===== src/rtl/mips_ctrl_pkg.sv =====
// Shared constants for the Mini-MIPS main control: opcodes, ALUop codes, FSM states,
// datapath select codes and the per-state control bundle.
package mips_ctrl_pkg;

  localparam int unsigned OPCODE_W = 4;
  localparam int unsigned STATE_W  = 4;
  localparam int unsigned ALUOP_W  = 3;
  localparam int unsigned CNT_W    = 8;

  localparam logic [OPCODE_W-1:0] OP_RTYPE = 4'b0000;
  localparam logic [OPCODE_W-1:0] OP_ADDI  = 4'b0001;
  localparam logic [OPCODE_W-1:0] OP_ANDI  = 4'b0010;
  localparam logic [OPCODE_W-1:0] OP_ORI   = 4'b0011;
  localparam logic [OPCODE_W-1:0] OP_SLTI  = 4'b0100;
  localparam logic [OPCODE_W-1:0] OP_LW    = 4'b0101;
  localparam logic [OPCODE_W-1:0] OP_SW    = 4'b0110;
  localparam logic [OPCODE_W-1:0] OP_BEQ   = 4'b0111;
  localparam logic [OPCODE_W-1:0] OP_J     = 4'b1000;

  // Must stay aligned with alu_control's ALUop decode
  localparam logic [ALUOP_W-1:0] ALU_ADD   = 3'b000;
  localparam logic [ALUOP_W-1:0] ALU_SUB   = 3'b001;
  localparam logic [ALUOP_W-1:0] ALU_AND   = 3'b010;
  localparam logic [ALUOP_W-1:0] ALU_OR    = 3'b011;
  localparam logic [ALUOP_W-1:0] ALU_SLT   = 3'b100;
  localparam logic [ALUOP_W-1:0] ALU_RTYPE = 3'b110;

  localparam logic [STATE_W-1:0] S_FETCH    = 4'd0;
  localparam logic [STATE_W-1:0] S_DECODE   = 4'd1;
  localparam logic [STATE_W-1:0] S_MEM_ADDR = 4'd2;
  localparam logic [STATE_W-1:0] S_MEM_RD   = 4'd3;
  localparam logic [STATE_W-1:0] S_MEM_WB   = 4'd4;
  localparam logic [STATE_W-1:0] S_MEM_WR   = 4'd5;
  localparam logic [STATE_W-1:0] S_EXEC_R   = 4'd6;
  localparam logic [STATE_W-1:0] S_R_WB     = 4'd7;
  localparam logic [STATE_W-1:0] S_EXEC_I   = 4'd8;
  localparam logic [STATE_W-1:0] S_I_WB     = 4'd9;
  localparam logic [STATE_W-1:0] S_BRANCH   = 4'd10;
  localparam logic [STATE_W-1:0] S_JUMP     = 4'd11;

  localparam logic [1:0] SRCB_RT      = 2'b00;
  localparam logic [1:0] SRCB_CONST2  = 2'b01;
  localparam logic [1:0] SRCB_IMM     = 2'b10;
  localparam logic [1:0] SRCB_IMM_SH1 = 2'b11;

  localparam logic [1:0] PCSRC_ALU    = 2'b00;
  localparam logic [1:0] PCSRC_ALUOUT = 2'b01;
  localparam logic [1:0] PCSRC_JUMP   = 2'b10;

  typedef struct packed {
    logic [ALUOP_W-1:0] alu_op;
    logic               pc_write;
    logic               pc_write_cond;
    logic [1:0]         pc_src;
    logic               ir_write;
    logic               mem_read;
    logic               mem_write;
    logic               i_or_d;
    logic               reg_write;
    logic               reg_dst;
    logic               mem_to_reg;
    logic               alu_src_a;
    logic [1:0]         alu_src_b;
  } ctrl_t;

  // ALU operation for the immediate-form arithmetic/logic instructions
  function automatic logic [ALUOP_W-1:0] itype_aluop(input logic [OPCODE_W-1:0] op);
    case (op)
      OP_ANDI: itype_aluop = ALU_AND;
      OP_ORI:  itype_aluop = ALU_OR;
      OP_SLTI: itype_aluop = ALU_SLT;
      default: itype_aluop = ALU_ADD;
    endcase
  endfunction

endpackage


===== src/rtl/mem_wait_timer.sv =====
// Counts cycles spent waiting on memory and flags a timeout on the last allowed
// waiting cycle; a ready in that same cycle wins over the timeout.
module mem_wait_timer
  import mips_ctrl_pkg::*;
#(
  parameter int unsigned MEM_TIMEOUT = 15
) (
  input  logic clk,
  input  logic reset,
  input  logic waiting,
  input  logic mem_ready,
  input  logic clear,
  output logic timeout
);

  localparam logic [CNT_W-1:0] LIMIT = CNT_W'(MEM_TIMEOUT - 1);

  logic [CNT_W-1:0] count;

  assign timeout = waiting && !mem_ready && (count == LIMIT);

  // Clearing on timeout lets a FETCH fault restart with the count at zero
  always_ff @(posedge clk) begin
    if (reset || clear || !waiting || mem_ready || timeout) begin
      count <= '0;
    end else begin
      count <= count + CNT_W'(1);
    end
  end

endmodule


===== src/rtl/mips_main_control.sv =====
// Multi-cycle main control FSM for Mini-MIPS: sequences each instruction through its
// states and decodes datapath enables and ALUop from the current state.
module mips_main_control
  import mips_ctrl_pkg::*;
#(
  parameter int unsigned MEM_TIMEOUT = 15
) (
  input  logic                clk,
  input  logic                reset,
  input  logic [OPCODE_W-1:0] opcode,
  input  logic                zero,
  input  logic                mem_ready,
  output logic [ALUOP_W-1:0]  ALUop,
  output logic                pc_write,
  output logic                pc_write_cond,
  output logic [1:0]          pc_src,
  output logic                ir_write,
  output logic                mem_read,
  output logic                mem_write,
  output logic                i_or_d,
  output logic                reg_write,
  output logic                reg_dst,
  output logic                mem_to_reg,
  output logic                alu_src_a,
  output logic [1:0]          alu_src_b,
  output logic                illegal_op,
  output logic                mem_fault,
  output logic [STATE_W-1:0]  state_dbg
);

  logic [STATE_W-1:0] state;
  logic [STATE_W-1:0] state_next;
  ctrl_t              ctrl;
  ctrl_t              ctrl_out;
  logic               illegal;
  logic               waiting;
  logic               timeout;
  logic               state_change;

  // Branch qualification by zero happens outside this block
  logic unused_zero;
  assign unused_zero = zero;

  assign waiting      = (state == S_FETCH) || (state == S_MEM_RD) || (state == S_MEM_WR);
  assign state_change = (state_next != state);

  mem_wait_timer #(
    .MEM_TIMEOUT(MEM_TIMEOUT)
  ) u_timer (
    .clk      (clk),
    .reset    (reset),
    .waiting  (waiting),
    .mem_ready(mem_ready),
    .clear    (state_change),
    .timeout  (timeout)
  );

  always_ff @(posedge clk) begin
    if (reset) begin
      state <= S_FETCH;
    end else begin
      state <= state_next;
    end
  end

  always_comb begin
    ctrl       = '0;
    state_next = state;
    illegal    = 1'b0;
    case (state)
      S_FETCH: begin
        ctrl.mem_read  = 1'b1;
        ctrl.alu_src_b = SRCB_CONST2;
        ctrl.ir_write  = mem_ready;
        ctrl.pc_write  = mem_ready;
        if (mem_ready) state_next = S_DECODE;
      end
      S_DECODE: begin
        ctrl.alu_src_b = SRCB_IMM_SH1;
        case (opcode)
          OP_RTYPE:                         state_next = S_EXEC_R;
          OP_ADDI, OP_ANDI, OP_ORI, OP_SLTI: state_next = S_EXEC_I;
          OP_LW, OP_SW:                     state_next = S_MEM_ADDR;
          OP_BEQ:                           state_next = S_BRANCH;
          OP_J:                             state_next = S_JUMP;
          default: begin
            state_next = S_FETCH;
            illegal    = 1'b1;
          end
        endcase
      end
      S_EXEC_R: begin
        ctrl.alu_src_a = 1'b1;
        ctrl.alu_src_b = SRCB_RT;
        ctrl.alu_op    = ALU_RTYPE;
        state_next     = S_R_WB;
      end
      S_R_WB: begin
        ctrl.reg_write = 1'b1;
        ctrl.reg_dst   = 1'b1;
        state_next     = S_FETCH;
      end
      S_EXEC_I: begin
        ctrl.alu_src_a = 1'b1;
        ctrl.alu_src_b = SRCB_IMM;
        ctrl.alu_op    = itype_aluop(opcode);
        state_next     = S_I_WB;
      end
      S_I_WB: begin
        ctrl.reg_write = 1'b1;
        state_next     = S_FETCH;
      end
      S_MEM_ADDR: begin
        ctrl.alu_src_a = 1'b1;
        ctrl.alu_src_b = SRCB_IMM;
        state_next     = (opcode == OP_SW) ? S_MEM_WR : S_MEM_RD;
      end
      S_MEM_RD: begin
        ctrl.mem_read = 1'b1;
        ctrl.i_or_d   = 1'b1;
        if (mem_ready)    state_next = S_MEM_WB;
        else if (timeout) state_next = S_FETCH;
      end
      S_MEM_WB: begin
        ctrl.reg_write  = 1'b1;
        ctrl.mem_to_reg = 1'b1;
        state_next      = S_FETCH;
      end
      S_MEM_WR: begin
        ctrl.mem_write = 1'b1;
        ctrl.i_or_d    = 1'b1;
        if (mem_ready || timeout) state_next = S_FETCH;
      end
      S_BRANCH: begin
        ctrl.alu_src_a     = 1'b1;
        ctrl.alu_src_b     = SRCB_RT;
        ctrl.alu_op        = ALU_SUB;
        ctrl.pc_write_cond = 1'b1;
        ctrl.pc_src        = PCSRC_ALUOUT;
        state_next         = S_FETCH;
      end
      S_JUMP: begin
        ctrl.pc_write = 1'b1;
        ctrl.pc_src   = PCSRC_JUMP;
        state_next    = S_FETCH;
      end
      default: state_next = S_FETCH;
    endcase
  end

  // Everything is forced low while reset is held
  assign ctrl_out   = reset ? '0 : ctrl;
  assign illegal_op = !reset && illegal;
  assign mem_fault  = !reset && timeout;
  assign state_dbg  = reset ? '0 : state;

  assign ALUop         = ctrl_out.alu_op;
  assign pc_write      = ctrl_out.pc_write;
  assign pc_write_cond = ctrl_out.pc_write_cond;
  assign pc_src        = ctrl_out.pc_src;
  assign ir_write      = ctrl_out.ir_write;
  assign mem_read      = ctrl_out.mem_read;
  assign mem_write     = ctrl_out.mem_write;
  assign i_or_d        = ctrl_out.i_or_d;
  assign reg_write     = ctrl_out.reg_write;
  assign reg_dst       = ctrl_out.reg_dst;
  assign mem_to_reg    = ctrl_out.mem_to_reg;
  assign alu_src_a     = ctrl_out.alu_src_a;
  assign alu_src_b     = ctrl_out.alu_src_b;

endmodule


===== config.mk =====
export PLATFORM = sky130hd
export DESIGN_NAME = mips_main_control
export DESIGN_NICKNAME = d
export VERILOG_FILES = /design/src/rtl/mips_ctrl_pkg.sv /design/src/rtl/mem_wait_timer.sv /design/src/rtl/mips_main_control.sv
export SDC_FILE = /design/constraint.sdc
export NUM_CORES = 1
export LEC_CHECK = 0
export CAP_MARGIN = 15
export CORE_MARGIN = 4
export CORE_UTILIZATION = 51
export DETAILED_ROUTE_END_ITERATION = 7
export PLACE_DENSITY = 0.83
export SLEW_MARGIN = 20
export SYNTH_ARGS = -nofsm -noshare
export SYNTH_HDL_FRONTEND = slang
export SYNTH_HIERARCHICAL = 1
export SYNTH_SLANG_ARGS = --single-unit

===== constraint.sdc =====
create_clock -name clk -period 6.5 [get_ports clk]
set_input_delay 1.95 -clock clk [delete_from_list [all_inputs] [get_ports clk]]
set_output_delay 1.95 -clock clk [all_outputs]
set_load 0.01 [all_outputs]

==> out/qor.yml <==
finalSetupViolCount: 0
post_cts_buffers: 0
seq_area_frac_synth: 0.224
grt_pass1_vias: 938
ctsResizeCount: 0
hold_class: "register to register"
clock_sinks: 12
status: "finished, final reports clean"
crit_path_max_incr_delay_ns: 0.56
root_buffer: "clkbuf_4"
cts.clk_slew.worst_paths_ns: 0.07
rsz0062_at_grt: "no"
cts_tree: "yes"
cp_max_fo: 8
synth-async-reset-ratio: 0
tightestPinTransition_ns: 0.787
die_w_um: 53.9
yosys.area.top_type: "dfxtp_1"
n_antenna_cell: 0
hpwl_mm: 1.91
totalWireLength_mm: 2.57
clock_latency_ns: 0.27
slew_headroom: 0.474
ctsHoldBuffers: 0
syn_to_final_growth_pct: 28.2
dp.cells: 189
holdWs_ns: 0.493
avgRoutedWirePerCell_um: 13.4
final.setup_skew_ns: 0.00522
ant_nets: 0
grt_max_degree: 24
reg2regPathDepth: 12
gp_congestion: 0.793
cts.htree.levels: 1
worst-path-stages: 4
leakage_nw: 0.459
timing.final.max_slew_violations: 0
fin_crit_ns: 5.70
syn_area_um2: 1070
ios: 31
yosys-top-cells-area: "dfxtp_1, a21oi_1, nor2_1, nor2b_1, xor2_1"
drv_cap: 0
critPathTopFamily: "buffers and inverters"
ys_warn_count: 6
synth-edff-count: 0
rows: 16
crit_arrival_ns: 3.75
die_h_um: 53.9
final-hold-violation-count: 0
p_per_area_nw_per_um2: 141
grt_pass1_wl_mm: 4.40
max_freq_mhz: 175
drive_gt1_frac: 0.0727
initial_core_util: 0.541
cp_slowest_cell: "clkdlybuf4s50_1"
yosysTopAreaCellShare: 0.224
drtIter0Drc: 22
fin_tns_setup_ns: 0
cts_buffers: 3
synth_cell_types: 46
cp_common_cell: "clkdlybuf4s50_1"
num_vias: 1113
hold_path_depth: 1
synth.most_common_cell: "nor2_1"
cts_buffer_depth: 2
antenna_found_initial: 0
path_buf_inv: 2
nNetsFinal: 177
synth_flop_cell: "dfxtp_1"
timing.final.crit_share: 0.877
crit_required_ns: 4.55
grt_overflow: 0
crit_path_cell_trace: "clkdlybuf4s50_1 > nor4b_2 > nor2b_1 > clkdlybuf4s50_1"
critPathCaptureType: "primary output"
ir_worst_vdd_v: 0.000199
ys_seq_elements: 12
cp-start-kind: "input pin"
worstSetupPathType: "input pin to primary output"
finalNonFillerCells: 192
core_area_um2: 1980
synth_area_per_cell_um2: 7.55
drc: 0
first_pass_iters: 4
track_usage: 0.203
synth_cells: 142
portBuffers: 29
viasPerCell: 5.80
syn_nets: 152
yosys-top-cells-count: "nor2_1, a21oi_1, dfxtp_1"
die_area_um2: 2900
worst paths after layout:
kind,from,endpoint,slack (ns)
max reg2reg,state[1],u_timer/count[6],3.27
max,mem_ready,mem_fault,0.80
min reg2reg,u_timer/count[0],u_timer/count[0],0.49
min,u_timer/count[0],u_timer/count[0],0.49
flip-flops by register name (all words and copies together) (netlist names):
register       cells
u_timer/count      8
state              4
metrics by stage:
stage	area, µm²	total power, mW	worst slack [ns]	util
2_1_floorplan	1070	0.126	1.91	-
3_3_place_gp	1350	0.149	0.814	0.682
6_report	1380	0.194	0.798	0.694
5_1_grt	1380	0.206	0.725	0.694
4_1_cts	1380	0.195	0.791	0.694
3_5_place_dp	1350	0.151	0.800	0.682
final cells by class:
type | instances | area [µm²]
multi-input combinational | 117 | 769
sequential | 12 | 240
fill | 166 | 607
timing repair buffer | 30 | 298
tap | 27 | 33.8
inverter | 3 | 11.3
clock buffer | 3 | 22.5
cells in the final DEF, fill, tap and decap left out, drive strengths merged, types with 2 or more instances in the layout:
| cell type | n |
|---|---|
| xor2 | 4 |
| a21o | 2 |
| and3 | 4 |
| xnor2 | 2 |
| nand4b | 3 |
| a2111oi | 2 |
| or2 | 3 |
| or3 | 4 |
| clkdlybuf4s50 | 29 |
| o21ai | 8 |
| ha | 2 |
| a21oi | 13 |
| clkbuf | 3 |
| nand2 | 5 |
| nor3b | 2 |
| nor4 | 5 |
| dfxtp | 12 |
| or4b | 2 |
| nor3 | 5 |
| nor2b | 8 |
| nor4b | 2 |
| nand3 | 5 |
| nor2 | 15 |
| nand2b | 5 |
| inv | 3 |
| a211o | 2 |
worst register-to-register path, delay by kind of cell, from the launching register on:
family / cells / cell delay, ns
flip-flops: 1 / 0.83
AND/OR/NAND/NOR: 4 / 0.74
XOR/XNOR: 1 / 0.28
AO/OA/AOI/OAI: 7 / 1.32
power by group:
| group | switching, mW | total [mW] | internal (mW) |
|---|---|---|---|
| sequential | 0.0104 | 0.0864 | 0.0760 |
| clock | 0.0232 | 0.0446 | 0.0214 |
| combinational | 0.0300 | 0.0625 | 0.0326 |
kinds of logic (layout without fill, tap and decap cells):
family / after synthesis / after routing / share of synthesized area
fa+ha+maj: 2 / 2 / 0.0233
xor+xnor: 6 / 6 / 0.0490
flops: 12 / 12 / 0.224
buf+inv: 13 / 36 / 0.0583
compound gates: 36 / 36 / 0.235
mux: 1 / 1 / 0.00934
simple gates: 72 / 72 / 0.401
metal layers:
layer,vias to the layer above,share of wire,global-route usage
met5,-,0,0
met4,0,0.0035,0.0383
met3,2,0.062,0.0360
met2,30,0.46,0.313
met1,506,0.47,0.296
li1,575,-,-
Power figures use the tool's default switching activity.
